`src/rtl/cache_ctrl.sv`:
```
// rtl/cache_ctrl.sv - load/store arbiter sequencing cache accesses and memory refills
module cache_ctrl #(
  parameter int STARVE_LIMIT = 4,
  parameter int TAG_W        = 6
) (
  input  logic             clk,
  input  logic             rstn,
  // load request port
  input  logic             ld_valid,
  output logic             ld_ready,
  input  logic [31:0]      ld_addr,
  input  logic             ld_size,
  input  logic [TAG_W-1:0] ld_tag,
  // store request port
  input  logic             st_valid,
  output logic             st_ready,
  input  logic [31:0]      st_addr,
  input  logic [31:0]      st_data,
  input  logic             st_size,
  // cache side
  output logic [31:0]      cache_addr,
  output logic [31:0]      cache_wdata,
  output logic             cache_memRead,
  output logic             cache_memWrite,
  output logic             cache_size,
  input  logic [31:0]      cache_lw_data,
  input  logic             cache_miss,
  // memory side
  output logic             mem_req,
  output logic [31:0]      mem_addr,
  input  logic             mem_ack,
  input  logic [31:0]      mem_rdata,
  // load response
  output logic             resp_valid,
  output logic [31:0]      resp_data,
  output logic [TAG_W-1:0] resp_tag,
  output logic             resp_miss,
  output logic             busy
);

  typedef enum logic [2:0] {
    IDLE    = 3'd0,
    ACCESS  = 3'd1,
    CHECK   = 3'd2,
    MEM_REQ = 3'd3,
    RESP    = 3'd4
  } state_t;

  localparam int CNT_W = $clog2(STARVE_LIMIT + 1);
  localparam logic [CNT_W-1:0] CNT_MAX = CNT_W'(STARVE_LIMIT);

  state_t           state;
  logic [CNT_W-1:0] starve_cnt;
  logic [31:0]      cap_addr;
  logic             cap_size;
  logic             cap_is_ld;
  logic [TAG_W-1:0] cap_tag;

  logic load_prio;
  logic st_acc;
  logic ld_acc;

  // Refill data is narrowed to the requested access size, upper bits zeroed.
  function automatic logic [31:0] size_mask(input logic [31:0] d, input logic sz);
    return sz ? {24'b0, d[7:0]} : {16'b0, d[15:0]};
  endfunction

  // A waiting load overrides the default store priority once it has been passed over enough times.
  assign load_prio = ld_valid && (starve_cnt == CNT_MAX);

  // Readies are gated by rstn so nothing can be accepted while reset is held.
  assign st_ready = rstn && (state == IDLE) && !load_prio;
  assign ld_ready = rstn && (state == IDLE) && (load_prio || !st_valid);

  assign st_acc = st_valid && st_ready;
  assign ld_acc = ld_valid && ld_ready;

  assign busy = (state != IDLE);

  // Main sequencer: arbitration, capture, cache strobe, refill handshake and response registers.
  always_ff @(posedge clk or negedge rstn) begin
    if (!rstn) begin
      state          <= IDLE;
      starve_cnt     <= '0;
      cap_addr       <= '0;
      cap_size       <= 1'b0;
      cap_is_ld      <= 1'b0;
      cap_tag        <= '0;
      cache_addr     <= '0;
      cache_wdata    <= '0;
      cache_memRead  <= 1'b0;
      cache_memWrite <= 1'b0;
      cache_size     <= 1'b0;
      mem_req        <= 1'b0;
      mem_addr       <= '0;
      resp_valid     <= 1'b0;
      resp_data      <= '0;
      resp_tag       <= '0;
      resp_miss      <= 1'b0;
    end else begin
      // Single-cycle strobes default low; each state raises its own.
      cache_memRead  <= 1'b0;
      cache_memWrite <= 1'b0;
      resp_valid     <= 1'b0;

      case (state)
        IDLE: begin
          if (st_acc) begin
            cap_addr       <= st_addr;
            cap_size       <= st_size;
            cap_is_ld      <= 1'b0;
            cache_addr     <= st_addr;
            cache_wdata    <= st_data;
            cache_size     <= st_size;
            cache_memWrite <= 1'b1;
            state          <= ACCESS;
            if (ld_valid && (starve_cnt != CNT_MAX)) begin
              starve_cnt <= starve_cnt + 1'b1;
            end
          end else if (ld_acc) begin
            cap_addr      <= ld_addr;
            cap_size      <= ld_size;
            cap_is_ld     <= 1'b1;
            cap_tag       <= ld_tag;
            cache_addr    <= ld_addr;
            cache_size    <= ld_size;
            cache_memRead <= 1'b1;
            starve_cnt    <= '0;
            state         <= ACCESS;
          end
        end

        ACCESS: begin
          // Stores complete here; the cache's miss indication is irrelevant for them.
          state <= cap_is_ld ? CHECK : IDLE;
        end

        CHECK: begin
          if (cache_miss) begin
            mem_req  <= 1'b1;
            mem_addr <= cap_addr;
            state    <= MEM_REQ;
          end else begin
            resp_valid <= 1'b1;
            resp_data  <= cache_lw_data;
            resp_miss  <= 1'b0;
            resp_tag   <= cap_tag;
            state      <= RESP;
          end
        end

        MEM_REQ: begin
          // No timeout: the request stays up until memory answers.
          if (mem_ack) begin
            mem_req    <= 1'b0;
            resp_valid <= 1'b1;
            resp_data  <= size_mask(mem_rdata, cap_size);
            resp_miss  <= 1'b1;
            resp_tag   <= cap_tag;
            state      <= RESP;
          end
        end

        RESP: begin
          state <= IDLE;
        end

        default: begin
          state <= IDLE;
        end
      endcase
    end
  end

endmodule

```
`config.mk`:
```
export PLATFORM = sky130hd
export DESIGN_NAME = cache_ctrl
export DESIGN_NICKNAME = d
export VERILOG_FILES = /design/src/rtl/cache_ctrl.sv
export SDC_FILE = /design/constraint.sdc
export NUM_CORES = 1
export LEC_CHECK = 0
export BUFFER_PORTS_ARGS = -buffer_cell sky130_fd_sc_hd__buf_2
export CELL_PAD_IN_SITES_DETAIL_PLACEMENT = 2
export CELL_PAD_IN_SITES_GLOBAL_PLACEMENT = 2
export CORE_MARGIN = 8
export CORE_UTILIZATION = 28
export DETAILED_ROUTE_END_ITERATION = 16
export GPL_TIMING_DRIVEN = 0
export PLACE_DENSITY = 0.78
export SYNTH_ARGS = -nofsm -noshare
export SYNTH_HDL_FRONTEND = slang
export SYNTH_SLANG_ARGS = --single-unit
export TNS_END_PERCENT = 30
```
`constraint.sdc`:
```
create_clock -name clk -period 2.3 [get_ports clk]
set_input_delay 0.23 -clock clk [delete_from_list [all_inputs] [get_ports clk]]
set_output_delay 0.23 -clock clk [all_outputs]
set_load 0.05 [all_outputs]
```
==> summary.txt, run 1 <==
Status
  – Status: finished clean

Clocking
  – Clk slew on worst S/H paths: 0.07 ns
  – CTS HTree Levels: 4
  – Worst skew pair latency: 0.42 ns
  – Clock Sinks: 153
  – CTS tree: built
  – Total CTS buffers: 17
  – CTS Buffer Depth: 2
  – Clock Tree Root: clkbuf_16

Critical path
  – CP Launch Point: state[1]$_DFFE_PN0P_
  – Setup CP Type: flip-flop to output port
  – Critical path arrival: 1.96 ns
  – Crit-path slowest cell: or4b_4
  – Worst R2R Start: state[1]$_DFFE_PN0P_
  – CP Max Fanout: 10
  – WP data required: 2.07 ns
  – Worst setup EP type: output port
  – Startpoint Class: flip-flop
  – Worst path cell trace: buf_2, or4b_4, a21oi_1, buf_4
  – Worst stage delay on the critical path: 0.55 ns

Global routing
  – Global-route wire length before repair: 36800 um
  – Total GRT Usage: 16.8%
  – Vias in the first global route: 6291
  – Antenna violations before repair: 4
  – Pin count of the biggest net entering global routing: 72
  – Grt total ovfl: 0

Routing
  – DR iter-0 viols: 185
  – Total Routed Length: 23800 um
  – DRC: 0
  – Drt pass-1 iters: 4
  – DR vias/cell: 4.69
  – Detail Route Antenna Nets: 0
  – WL/cell: 21.0 um
  – Via count: 5304

Min path
  – Hold WC Path Type: input port to flip-flop
  – Min-delay src: cache_lw_data[28]

Flow run
  – Max-cap violation count: 0

Power
  – Cell-internal power: 7.97 mW
  – Logic gate share of total power: 52.9%
  – Total Power: 16.3 mW
  – Sequential Power Share: 29.2%
  – Leakage: 4.60 nW
  – Clock Power Share: 17.9%
  – Worst VDD drop: 0.626 mV
  – Sw frac: 51.0%
  – Power Dens Cells: 1780 mW/mm^2
  – Switching power: 8.31 mW

Timing
  – Hold slack: 0.0252 ns
  – Slew headroom: 52.6%
  – Final hold violations: 0
  – Final Max Slew Viols: 0
  – Clock Skews: 0.0121 ns
  – RSZ-0062 raised after global routing: false
  – Setup TNS: 0 ns
  – Slew @ Worst Pin: 0.709 ns
  – Fin crit share: 95.4%
  – F_max: 456 MHz
  – Crit path time final: 2.19 ns
  – Final setup vio count: 0

Floorplanning
  – Starting Density: 28.5%
  – Top-Level Pins: 317
  – Core ar.: 0.0226 mm^2
  – Die X-Extent: 167 um
  – Die height: 167 um
  – Num rows: 55
  – Die area: 0.0280 mm^2

Final layout
  – Area growth, synth to finish: 42.8%
  – Fin cells: 1130
  – Share of cells above drive strength 1: 52.1%
  – Filler cells: 2434
  – Fin nets: 1006
  – Final core occ: 40.6%

Synthesis
  – Asr flop ratio synth: 100%
  – Cells after synthesis: 495
  – Top FF cell, synth: dfrtp_1
  – Yosys warnings: 0
  – Post-synth EDFFs: 0
  – Netlist cell types: 35
  – Seq cells post-synth: 153
  – Mapped cell area: 0.00642 mm^2
  – Syn Nets: 671
  – Register area share after synthesis: 59.6%
  – Synthesized area per cell: 13.0 um^2

Placement
  – GP Congestion: 0.729
  – Port Buffer Count: 300
  – Placed cells: 1081
  – Hpwl dp: 17500 um
[registers in the layout (all words and copies together), names as in the netlist]
signal	flops
resp_valid	1
cache_memWrite	1
mem_req	1
state	3
resp_tag	6
mem_addr	32
cap_addr	32
resp_miss	1
starve_cnt	3
cap_size	1
resp_data	32
cache_wdata	32
cap_tag	6
cap_is_ld	1
cache_memRead	1
[placed cells by master, fill, tap and decap left out, types with 2 or more instances in the layout]
cell type,netlist,final
inv_1,74,74
a22o_1,16,16
ha_1,2,2
and2_1,2,2
buf_16,0,3
clkinv_4,0,5
mux2_1,38,38
bufinv_16,0,2
diode_2,0,2
clkbuf_16,0,17
clkbuf_1,10,8
dfrtp_1,153,153
nor2_1,4,4
o21ai_0,3,3
a311oi_1,2,2
dlygate4sd3_1,0,11
buf_4,3,6
clkinvlp_4,0,2
buf_6,2,4
nand2b_1,2,2
nor2b_1,9,9
buf_2,15,308
nand2_1,3,3
a21oi_1,36,36
clkbuf_4,0,3
o22ai_1,2,2
mux2_2,70,70
a221oi_1,34,34
inv_6,0,3
[area by class of cell]
cell class,count,area (um^2),share of cell area (%)
multi-input combinational,237,2160,23.6
clock inverter,14,161,1.76
tap,285,357,3.89
antenna,2,5.00,0.0546
buffer,30,176,1.92
timing repair buffer,316,1760,19.2
clock buffer,18,439,4.79
inverter,75,282,3.07
sequential,153,3830,41.8
[logic make-up (layout without fill, tap and decap cells)]
group                    Yosys count  count (layout)  synth area share, %
AND/OR/NAND/NOR                   31              31                 3.41
other                              0               2                    0
AO/OA/AOI/OAI                     96              96                 10.8
multiplexers                     108             108                 18.9
buffers and inverters            105             453                 6.84
adder cells (fa/ha/maj)            2               2                0.390
flip-flops                       153             153                 59.6
[stage by stage]
stage / setup slack [ns] / area (um^2)
after floorplan: 0.207 / 6420
after global placement: -3.05 / 8280
after detailed placement: -0.955 / 8320
after CTS: -0.0518 / 9130
after global routing: 0.0107 / 9170
final: 0.106 / 9170
[synthesized netlist by cell type, drive strengths merged (2+ instances only)]
master / n / area share [%]
nor4b: 2 / 0.60
clkbuf: 10 / 0.58
o22ai: 2 / 0.19
a311oi: 2 / 0.27
nor2b: 9 / 0.88
and2: 2 / 0.19
ha: 2 / 0.39
a21oi: 36 / 2.8
dfrtp: 153 / 60
o21ai: 4 / 0.37
nand2: 3 / 0.18
mux2: 108 / 19
nand3b: 2 / 0.29
nand2b: 2 / 0.19
a221oi: 34 / 4.6
inv: 75 / 4.4
a22o: 16 / 2.2
buf: 20 / 1.9
nor2: 4 / 0.23
[power groups by stage]
stage / clock network [mW] / logic (mW) / registers, mW
2_1_floorplan: 0 / 2.10 / 8.89
3_3_place_gp: 0 / 8.47 / 4.71
3_5_place_dp: 0 / 8.62 / 4.80
4_1_cts: 3.01 / 8.72 / 4.77
5_1_grt: 3.10 / 9.08 / 4.92
6_report: 2.91 / 8.61 / 4.76
[critical path: cells and delay by family (launching register included)]
| kind | cells | cell delay (ns) |
|---|---|---|
| AO/OA/AOI/OAI | 1 | 0.17 |
| buffers and inverters | 2 | 0.42 |
| flip-flops | 1 | 0.40 |
| AND/OR/NAND/NOR | 1 | 0.55 |
[timing repair]
| item | 4_1_cts | 5_1_grt |
|---|---|---|
| buffers inserted | 1 | 0 |
| endpoints found under the setup margin | 75 | 78 |
| hold buffers | 12 | 1 |
| hold endpoints to repair | 79 | 1 |
| gates cloned | 1 | 0 |
| pin swaps | 0 | 1 |
| resized for setup | 6 | 9 |
[final timing paths]
| kind | slack, ns | to | cells after the start |
|---|---|---|---|
| min in group asynchronous | 0.51 | cache_wdata[31]$_DFFE_PN0P_ | 3 |
| min | 0.03 | resp_data[28]$_DFFE_PN0P_ | 2 |
| max reg2reg | 0.12 | cap_tag[2]$_DFFE_PN0P_ | 5 |
| max in group asynchronous | 1.40 | resp_data[9]$_DFFE_PN0P_ | 3 |
| min reg2reg | 0.48 | cache_wdata[25]$_DFFE_PN0P_ | 1 |
| max | 0.11 | ld_ready | 4 |
[per-layer routing]
metal	part of all wire, %	track usage (%)
met5	0.076	0
met4	1.2	4.74
met3	8.4	7.17
met2	52	29.6
met1	39	18.2
Note: power is estimated with default switching activity, not from simulation.
==> run 2: changes to the inputs <==
--- a/config.mk
+++ b/config.mk
@@ -5,14 +5,15 @@
 export SDC_FILE = /design/constraint.sdc
 export NUM_CORES = 1
 export LEC_CHECK = 0
+export ABC_AREA = 1
 export BUFFER_PORTS_ARGS = -buffer_cell sky130_fd_sc_hd__buf_2
 export CELL_PAD_IN_SITES_DETAIL_PLACEMENT = 2
 export CELL_PAD_IN_SITES_GLOBAL_PLACEMENT = 2
 export CORE_MARGIN = 8
-export CORE_UTILIZATION = 28
+export CORE_UTILIZATION = 25
 export DETAILED_ROUTE_END_ITERATION = 16
 export GPL_TIMING_DRIVEN = 0
-export PLACE_DENSITY = 0.78
+export PLACE_DENSITY = 0.77
 export SYNTH_ARGS = -nofsm -noshare
 export SYNTH_HDL_FRONTEND = slang
 export SYNTH_SLANG_ARGS = --single-unit
==> summary.txt, run 2 <==
Synthesis
  – Register area share after synthesis: 56.7% (was 59.6%)
  – Mapped cell area: 0.00676 mm^2 (was 0.00642 mm^2)
  – Netlist cell types: 23 (was 35)
  – Cells after synthesis: 824 (was 495)
  – Synthesized area per cell: 8.20 um^2 (was 13.0 um^2)
  – Count leader, synth: nand2_1 (was dfrtp_1)
  – Area contributors post-synth: dfrtp_1 57%, nand2_1 20%, o21ai_0 5.2% (was dfrtp_1 60%, mux2_2 12%, mux2_1 6.7%)
  – Post-synth EDFFs: 0 (unchanged)
  – Yosys warnings: 0 (unchanged)
  – Synth area leader: dfrtp_1 (unchanged)
  – Syn Nets: 1000 (was 671)
  – Top FF cell, synth: dfrtp_1 (unchanged)
  – Seq cells post-synth: 153 (unchanged)
  – Synth top area share: 56.7% (was 59.6%)
  – Asr flop ratio synth: 100% (unchanged)
  – Commonest cells post-synth: 358 x nand2_1, 153 x dfrtp_1, 77 x inv_1 (was 153 x dfrtp_1, 74 x inv_1, 70 x mux2_2)

Routing
  – DR iter-0 viols: 228 (was 185)
  – Drt pass-1 iters: 4 (unchanged)
  – DRC: 0 (unchanged)
  – DR vias/cell: 4.57 (was 4.69)
  – Total Routed Length: 30300 um (was 23800 um)
  – Detail Route Antenna Nets: 0 (unchanged)
  – Via count: 7044 (was 5304)
  – WL/cell: 19.7 um (was 21.0 um)

Placement
  – Hpwl dp: 22500 um (was 17500 um)
  – Placed cells: 1466 (was 1081)
  – GP Congestion: 0.786 (was 0.729)
  – Port Buffer Count: 300 (unchanged)

Timing
  – Slew @ Worst Pin: 0.638 ns (was 0.709 ns)
  – Hold slack: 0.0219 ns (was 0.0252 ns)
  – F_max: 459 MHz (was 456 MHz)
  – Slew headroom: 57.5% (was 52.6%)
  – Setup TNS: 0 ns (unchanged)
  – Final setup vio count: 0 (unchanged)
  – Final Max Slew Viols: 0 (unchanged)
  – RSZ-0062 raised after global routing: true (was false)
  – Clock Skews: 0.0164 ns (was 0.0121 ns)
  – Crit path time final: 2.18 ns (was 2.19 ns)
  – Fin crit share: 94.8% (was 95.4%)
  – Final hold violations: 0 (unchanged)

Clocking
  – Clk slew on worst S/H paths: 0.07 ns (about the same)
  – Total CTS buffers: 17 (unchanged)
  – Clock Tree Root: clkbuf_16 (unchanged)
  – CTS tree: built (unchanged)
  – Worst skew pair latency: 0.43 ns (was 0.42 ns)
  – CTS HTree Levels: 4 (unchanged)
  – Clock Sinks: 153 (unchanged)
  – CTS Buffer Depth: 2 (unchanged)

Floorplanning
  – Starting Density: 25.3% (was 28.5%)
  – Num rows: 60 (was 55)
  – Die height: 180 um (was 167 um)
  – Die X-Extent: 180 um (was 167 um)
  – Die area: 0.0325 mm^2 (was 0.0280 mm^2)
  – Top-Level Pins: 317 (unchanged)
  – Core ar.: 0.0267 mm^2 (was 0.0226 mm^2)

Min path
  – Min-delay src: cache_lw_data[20] (was cache_lw_data[28])
  – Hold WC Path Type: input port to flip-flop (unchanged)

Global routing
  – Grt total ovfl: 0 (unchanged)
  – Antenna violations before repair: 10 (was 4)
  – Total GRT Usage: 18.8% (was 16.8%)
  – Global-route wire length before repair: 48000 um (was 36800 um)
  – Vias in the first global route: 8170 (was 6291)
  – Pin count of the biggest net entering global routing: 53 (was 72)

Power
  – Worst VDD drop: 0.576 mV (was 0.626 mV)
  – Total Power: 16.0 mW (was 16.3 mW)
  – Leakage: 5.52 nW (was 4.60 nW)
  – Power Dens Cells: 1640 mW/mm^2 (was 1780 mW/mm^2)

Critical path
  – Critical path arrival: 1.95 ns (was 1.96 ns)
  – CP Launch Point: state[2]$_DFFE_PN0P_ (was state[1]$_DFFE_PN0P_)
  – Worst setup EP type: output port (unchanged)
  – Worst R2R Start: starve_cnt[0]$_DFFE_PN0P_ (was state[1]$_DFFE_PN0P_)
  – CP Max Fanout: 10 (unchanged)
  – Startpoint Class: flip-flop (unchanged)
  – WP data required: 2.07 ns (about the same)
  – Setup CP Type: flip-flop to output port (unchanged)

Flow run
  – Max-cap violation count: 0 (unchanged)

Final layout
  – Final core occ: 36.6% (was 40.6%)
  – Most common cell after layout, fill and taps aside: nand2_1 (was buf_2)
  – Area growth, synth to finish: 44.8% (was 42.8%)
  – Fin cells: 1540 (was 1130)
  – Most frequent cells in the layout: 358 x nand2_1, 315 x buf_2, 153 x dfrtp_1 (was 308 x buf_2, 153 x dfrtp_1, 74 x inv_1)
  – Share of cells above drive strength 1: 31.0% (was 52.1%)
  – Fin nets: 1357 (was 1006)

Status
  – Status: finished clean (unchanged)
run 2: cell count changes in the layout (fill, tap and decap cells not counted), sizes merged, moves of 22 or more:
cell and change:
o21bai +33, dlygate4sd3 +22, a21oi -33, nand2 +355, mux2 -108, nand3 +66
a221oi -34, o21ai +67
run 2: through the flow:
step,setup slack (ns),instance area (um^2)
2_1_floorplan,0.349,6760
3_3_place_gp,-3.19,8690
3_5_place_dp,-0.594,8720
4_1_cts,0.0443,9770
5_1_grt,-0.0111,9780
6_report,0.120,9790
run 2: worst paths after layout:
check	slack, ns	depth (start not counted)	endpoint
max	0.12	5	st_ready
min	0.02	3	resp_data[20]$_DFFE_PN0P_
max reg2reg	0.21	9	cap_addr[26]$_DFFE_PN0P_
min reg2reg	0.47	2	resp_tag[3]$_DFFE_PN0P_
max in group asynchronous	0.89	5	mem_addr[31]$_DFFE_PN0P_
min in group asynchronous	0.52	4	mem_addr[16]$_DFFE_PN0P_
run 2: what timing repair did:
action | in CTS | in global routing
cloned | 1 | 0
endpoints found under the setup margin | 16 | 7
hold buffers | 36 | 0
hold endpoints to repair | 80 | 0
setup buffers | 0 | 0
pin swaps | 0 | 1
gates resized for setup | 4 | 3
run 2: area by class of cell:
cell class / count / area, um^2
clock inverter: 13 / 134
clock buffer: 19 / 453
antenna: 5 / 12.5
timing repair buffer: 338 / 1990
fill: 3099 / 16900
inverter: 80 / 300
buffer: 46 / 221
multi-input combinational: 545 / 2420
tap: 341 / 427
sequential: 153 / 3830
run 2: worst max-delay path, stage by stage, from the launching register on:
cell	delay (ns)
dfrtp_1	0.44
nor2_2	0.24
nand3_4	0.22
buf_2	0.25
a21oi_1	0.14
buf_4	0.22
run 2: report_power, final:
group	total (mW)	internal, mW	switching [mW]
clock network	2.86	1.58	1.28
registers	4.69	3.93	0.767
logic	8.48	1.80	6.69
run 2: metal layers:
metal	routed length (um)	up-vias	part of all wire (%)	track usage [%]
met4	317	12	1.0	4.50
li1	-	3284	-	-
met5	75	-	0.25	0
met3	2460	30	8.1	7.30
met1	12400	3481	41	21.0
met2	15000	237	50	33.2
run 2: cells by family (layout without fill, tap and decap cells):
group | count (synthesis) | in the layout | synth area share (%)
flip-flops | 153 | 153 | 56.7
buffers and inverters | 126 | 496 | 7.70
other | 0 | 5 | 0
adder cells (fa/ha/maj) | 2 | 2 | 0.370
AND/OR/NAND/NOR | 434 | 434 | 25.7
XOR/XNOR | 1 | 1 | 0.130
AO/OA/AOI/OAI | 108 | 108 | 9.48
==> run 3: changes to the inputs <==
--- a/config.mk
+++ b/config.mk
@@ -7,13 +7,11 @@
 export LEC_CHECK = 0
 export ABC_AREA = 1
 export BUFFER_PORTS_ARGS = -buffer_cell sky130_fd_sc_hd__buf_2
-export CELL_PAD_IN_SITES_DETAIL_PLACEMENT = 2
-export CELL_PAD_IN_SITES_GLOBAL_PLACEMENT = 2
 export CORE_MARGIN = 8
-export CORE_UTILIZATION = 25
+export CORE_UTILIZATION = 47
 export DETAILED_ROUTE_END_ITERATION = 16
 export GPL_TIMING_DRIVEN = 0
-export PLACE_DENSITY = 0.77
+export PLACE_DENSITY = 0.79
 export SYNTH_ARGS = -nofsm -noshare
 export SYNTH_HDL_FRONTEND = slang
 export SYNTH_SLANG_ARGS = --single-unit
==> summary.txt, run 3 (synthesized netlist as in run 2, its figures left out) <==
Status
  – Status: complete, but fails checks (was finished clean)
  – Failing checks: negative hold slack

Clocking
  – Worst skew pair latency: 0.42 ns (was 0.43 ns)
  – Total CTS buffers: 17 (unchanged)
  – Clock Sinks: 153 (unchanged)
  – # Post-CTS Setup Buffers: 0 (unchanged)
  – CTS HTree Levels: 4 (unchanged)
  – Clock Tree Root: clkbuf_16 (unchanged)
  – Clk slew on worst S/H paths: 0.06 ns (was 0.07 ns)
  – Hold buffers post-CTS: 11 (was 36)
  – CTS tree: built (unchanged)
  – CTS Buffer Depth: 2 (unchanged)

Critical path
  – Crit-path slowest cell: dfrtp_1 (unchanged)
  – RR Endpoint: cap_addr[17]$_DFFE_PN0P_ (was cap_addr[26]$_DFFE_PN0P_)
  – R2R Setup Slk: 0.26 ns (was 0.21 ns)
  – R2R cell count: 7 (was 9)
  – Worst stage delay on the critical path: 0.43 ns (was 0.44 ns)
  – Worst R2R Start: state[2]$_DFFE_PN0P_ (was starve_cnt[0]$_DFFE_PN0P_)
  – WP data required: 2.07 ns (about the same)
  – CP top delay family: simple AND/OR/NAND/NOR gates (was buffers and inverters)
  – CP Max Fanout: 18 (was 10)
  – Worst setup EP type: output port (unchanged)
  – Buf/Inv on CP: 1 (was 2)
  – Setup CP Type: flip-flop to output port (unchanged)
  – Critical path arrival: 1.89 ns (was 1.95 ns)
  – Startpoint Class: flip-flop (unchanged)
  – Worst path cell trace: nor2_2, nand3_4, a21oi_1, buf_4 (was nor2_2, nand3_4, buf_2, a21oi_1, buf_4)

Final layout
  – Filler cells: 1228 (was 3099)
  – Fin nets: 1331 (was 1357)
  – Fin cells: 1351 (was 1540)
  – Most frequent cells in the layout: 358 x nand2_1, 315 x buf_2, 153 x dfrtp_1 (unchanged)
  – Final core occ: 64.5% (was 36.6%)
  – Share of cells above drive strength 1: 31.0% (about the same)
  – Most common cell after layout, fill and taps aside: nand2_1 (unchanged)
  – Area growth, synth to finish: 36.6% (was 44.8%)

Power
  – Worst VDD drop: 0.897 mV (was 0.576 mV)
  – Total Power: 15.4 mW (was 16.0 mW)
  – Leakage: 5.36 nW (was 5.52 nW)
  – Cell-internal power: 7.21 mW (was 7.31 mW)
  – Power Dens Cells: 1670 mW/mm^2 (was 1640 mW/mm^2)
  – Sequential Power Share: 30.2% (was 29.3%)
  – Sw frac: 53.2% (was 54.4%)
  – Clock Power Share: 16.9% (was 17.8%)
  – Switching power: 8.20 mW (was 8.73 mW)
  – Logic gate share of total power: 52.9% (about the same)

Routing
  – Detail Route Antenna Nets: 0 (unchanged)
  – Total Routed Length: 22300 um (was 30300 um)
  – WL/cell: 16.5 um (was 19.7 um)
  – DR iter-0 viols: 382 (was 228)
  – Drt pass-1 iters: 5 (was 4)
  – Via count: 6560 (was 7044)
  – DRC: 0 (unchanged)
  – DR vias/cell: 4.86 (was 4.57)

Global routing
  – Pin count of the biggest net entering global routing: 71 (was 53)
  – Antenna violations before repair: 2 (was 10)
  – Vias in the first global route: 6564 (was 8170)
  – Total GRT Usage: 24.2% (was 18.8%)
  – Grt total ovfl: 0 (unchanged)
  – Global-route wire length before repair: 34900 um (was 48000 um)

Timing
  – RSZ-0062 raised after global routing: false (was true)
  – Crit path time final: 2.12 ns (was 2.18 ns)
  – Slew @ Worst Pin: 0.585 ns (was 0.638 ns)
  – F_max: 471 MHz (was 459 MHz)
  – Setup ws final: 0.179 ns (was 0.120 ns)
  – Final hold violations: 68 (was 0)
  – Final Max Slew Viols: 0 (unchanged)
  – Final setup vio count: 0 (unchanged)
  – Slew headroom: 61.0% (was 57.5%)
  – Setup TNS: 0 ns (unchanged)
  – Fin crit share: 92.2% (was 94.8%)
  – Hold slack: -0.242 ns (was 0.0219 ns)
  – Clock Skews: 0.00893 ns (was 0.0164 ns)

Floorplanning
  – Die X-Extent: 136 um (was 180 um)
  – Top-Level Pins: 317 (unchanged)
  – Num rows: 44 (was 60)
  – Die height: 136 um (was 180 um)
  – Core ar.: 0.0143 mm^2 (was 0.0267 mm^2)
  – Die area: 0.0185 mm^2 (was 0.0325 mm^2)
  – Starting Density: 47.2% (was 25.3%)

Placement
  – Placed cells: 1309 (was 1466)
  – Hpwl dp: 17000 um (was 22500 um)
  – GP Congestion: 0.848 (was 0.786)
  – Dpl ws: -0.419 ns (was -0.594 ns)
  – Port Buffer Count: 300 (unchanged)

Min path
  – Hold WC Path Type: input port to asynchronous set/reset pin (was input port to flip-flop)

Flow run
  – Max-cap violation count: 0 (unchanged)
==> run 3: changes by cell type in the layout (fill, tap and decap cells not counted), sizes merged <==
| cell | previous run | this run |
|---|---|---|
| clkbuf | 40 | 41 |
| clkinvlp | 2 | 5 |
| diode | 5 | 1 |
| buf | 329 | 325 |
| dlygate4sd3 | 33 | 11 |
| clkinv | 4 | 2 |
| inv | 86 | 82 |
==> run 3: per-stage QoR <==
step / area [um^2] / hold WS, ns
floorplan: 6760 / -0.0656
global placement: 8490 / 0.430
detailed placement: 8520 / 0.265
CTS: 9230 / -0.231
global route: 9230 / -0.212
finish: 9230 / -0.242
==> run 3: cell type report <==
cell class | instances | area, um^2 | area share (%)
clock buffers | 20 | 457 | 4.95
well taps | 184 | 230 | 2.49
multi-input cells | 545 | 2420 | 26.2
repair buffers | 313 | 1680 | 18.2
plain buffers | 45 | 216 | 2.35
diodes | 1 | 2.50 | 0.0271
inverters | 80 | 300 | 3.25
flip-flops and latches | 153 | 3830 | 41.5
clock inverters | 10 | 95.1 | 1.03
==> run 3: layer usage <==
layer / part of all wire [%] / vias to the layer above / track usage [%] / wire length [um]
met5: 0.11 / - / 0 / 25
met4: 1.5 / 4 / 7.44 / 331
met3: 11 / 31 / 9.72 / 2510
met2: 49 / 269 / 41.5 / 11000
met1: 38 / 3040 / 27.2 / 8520
li1: - / 3216 / - / -
==> run 3: power groups by stage <==
stage	registers [mW]	logic, mW	clock network [mW]
2_1_floorplan	8.59	1.97	0
4_1_cts	4.65	8.22	2.66
3_5_place_dp	4.67	8.17	0
6_report	4.66	8.15	2.61
3_3_place_gp	4.63	8.08	0
5_1_grt	4.81	8.72	2.76
==> run 3: worst max-delay path by stage <==
stage                                          from                        to  depth (start not counted)
after CTS                      state[2]$_DFFE_PN0P_                  ld_ready                          4
after global routing      starve_cnt[0]$_DFFE_PN0P_  cap_addr[31]$_DFFE_PN0P_                         10
after floorplan                state[2]$_DFFE_PN0P_                  ld_ready                          4
after global placement                         rstn  cap_addr[13]$_DFFE_PN0P_                          7
after detailed placement                       rstn  cap_addr[13]$_DFFE_PN0P_                          8
final                          state[2]$_DFFE_PN0P_                  ld_ready                          4
==> run 3: what timing repair did <==
action | CTS | global route
endpoints found under the setup margin | 2 | 0
endpoints found under the hold margin | 79 | 68
resized for setup | 3 | 0
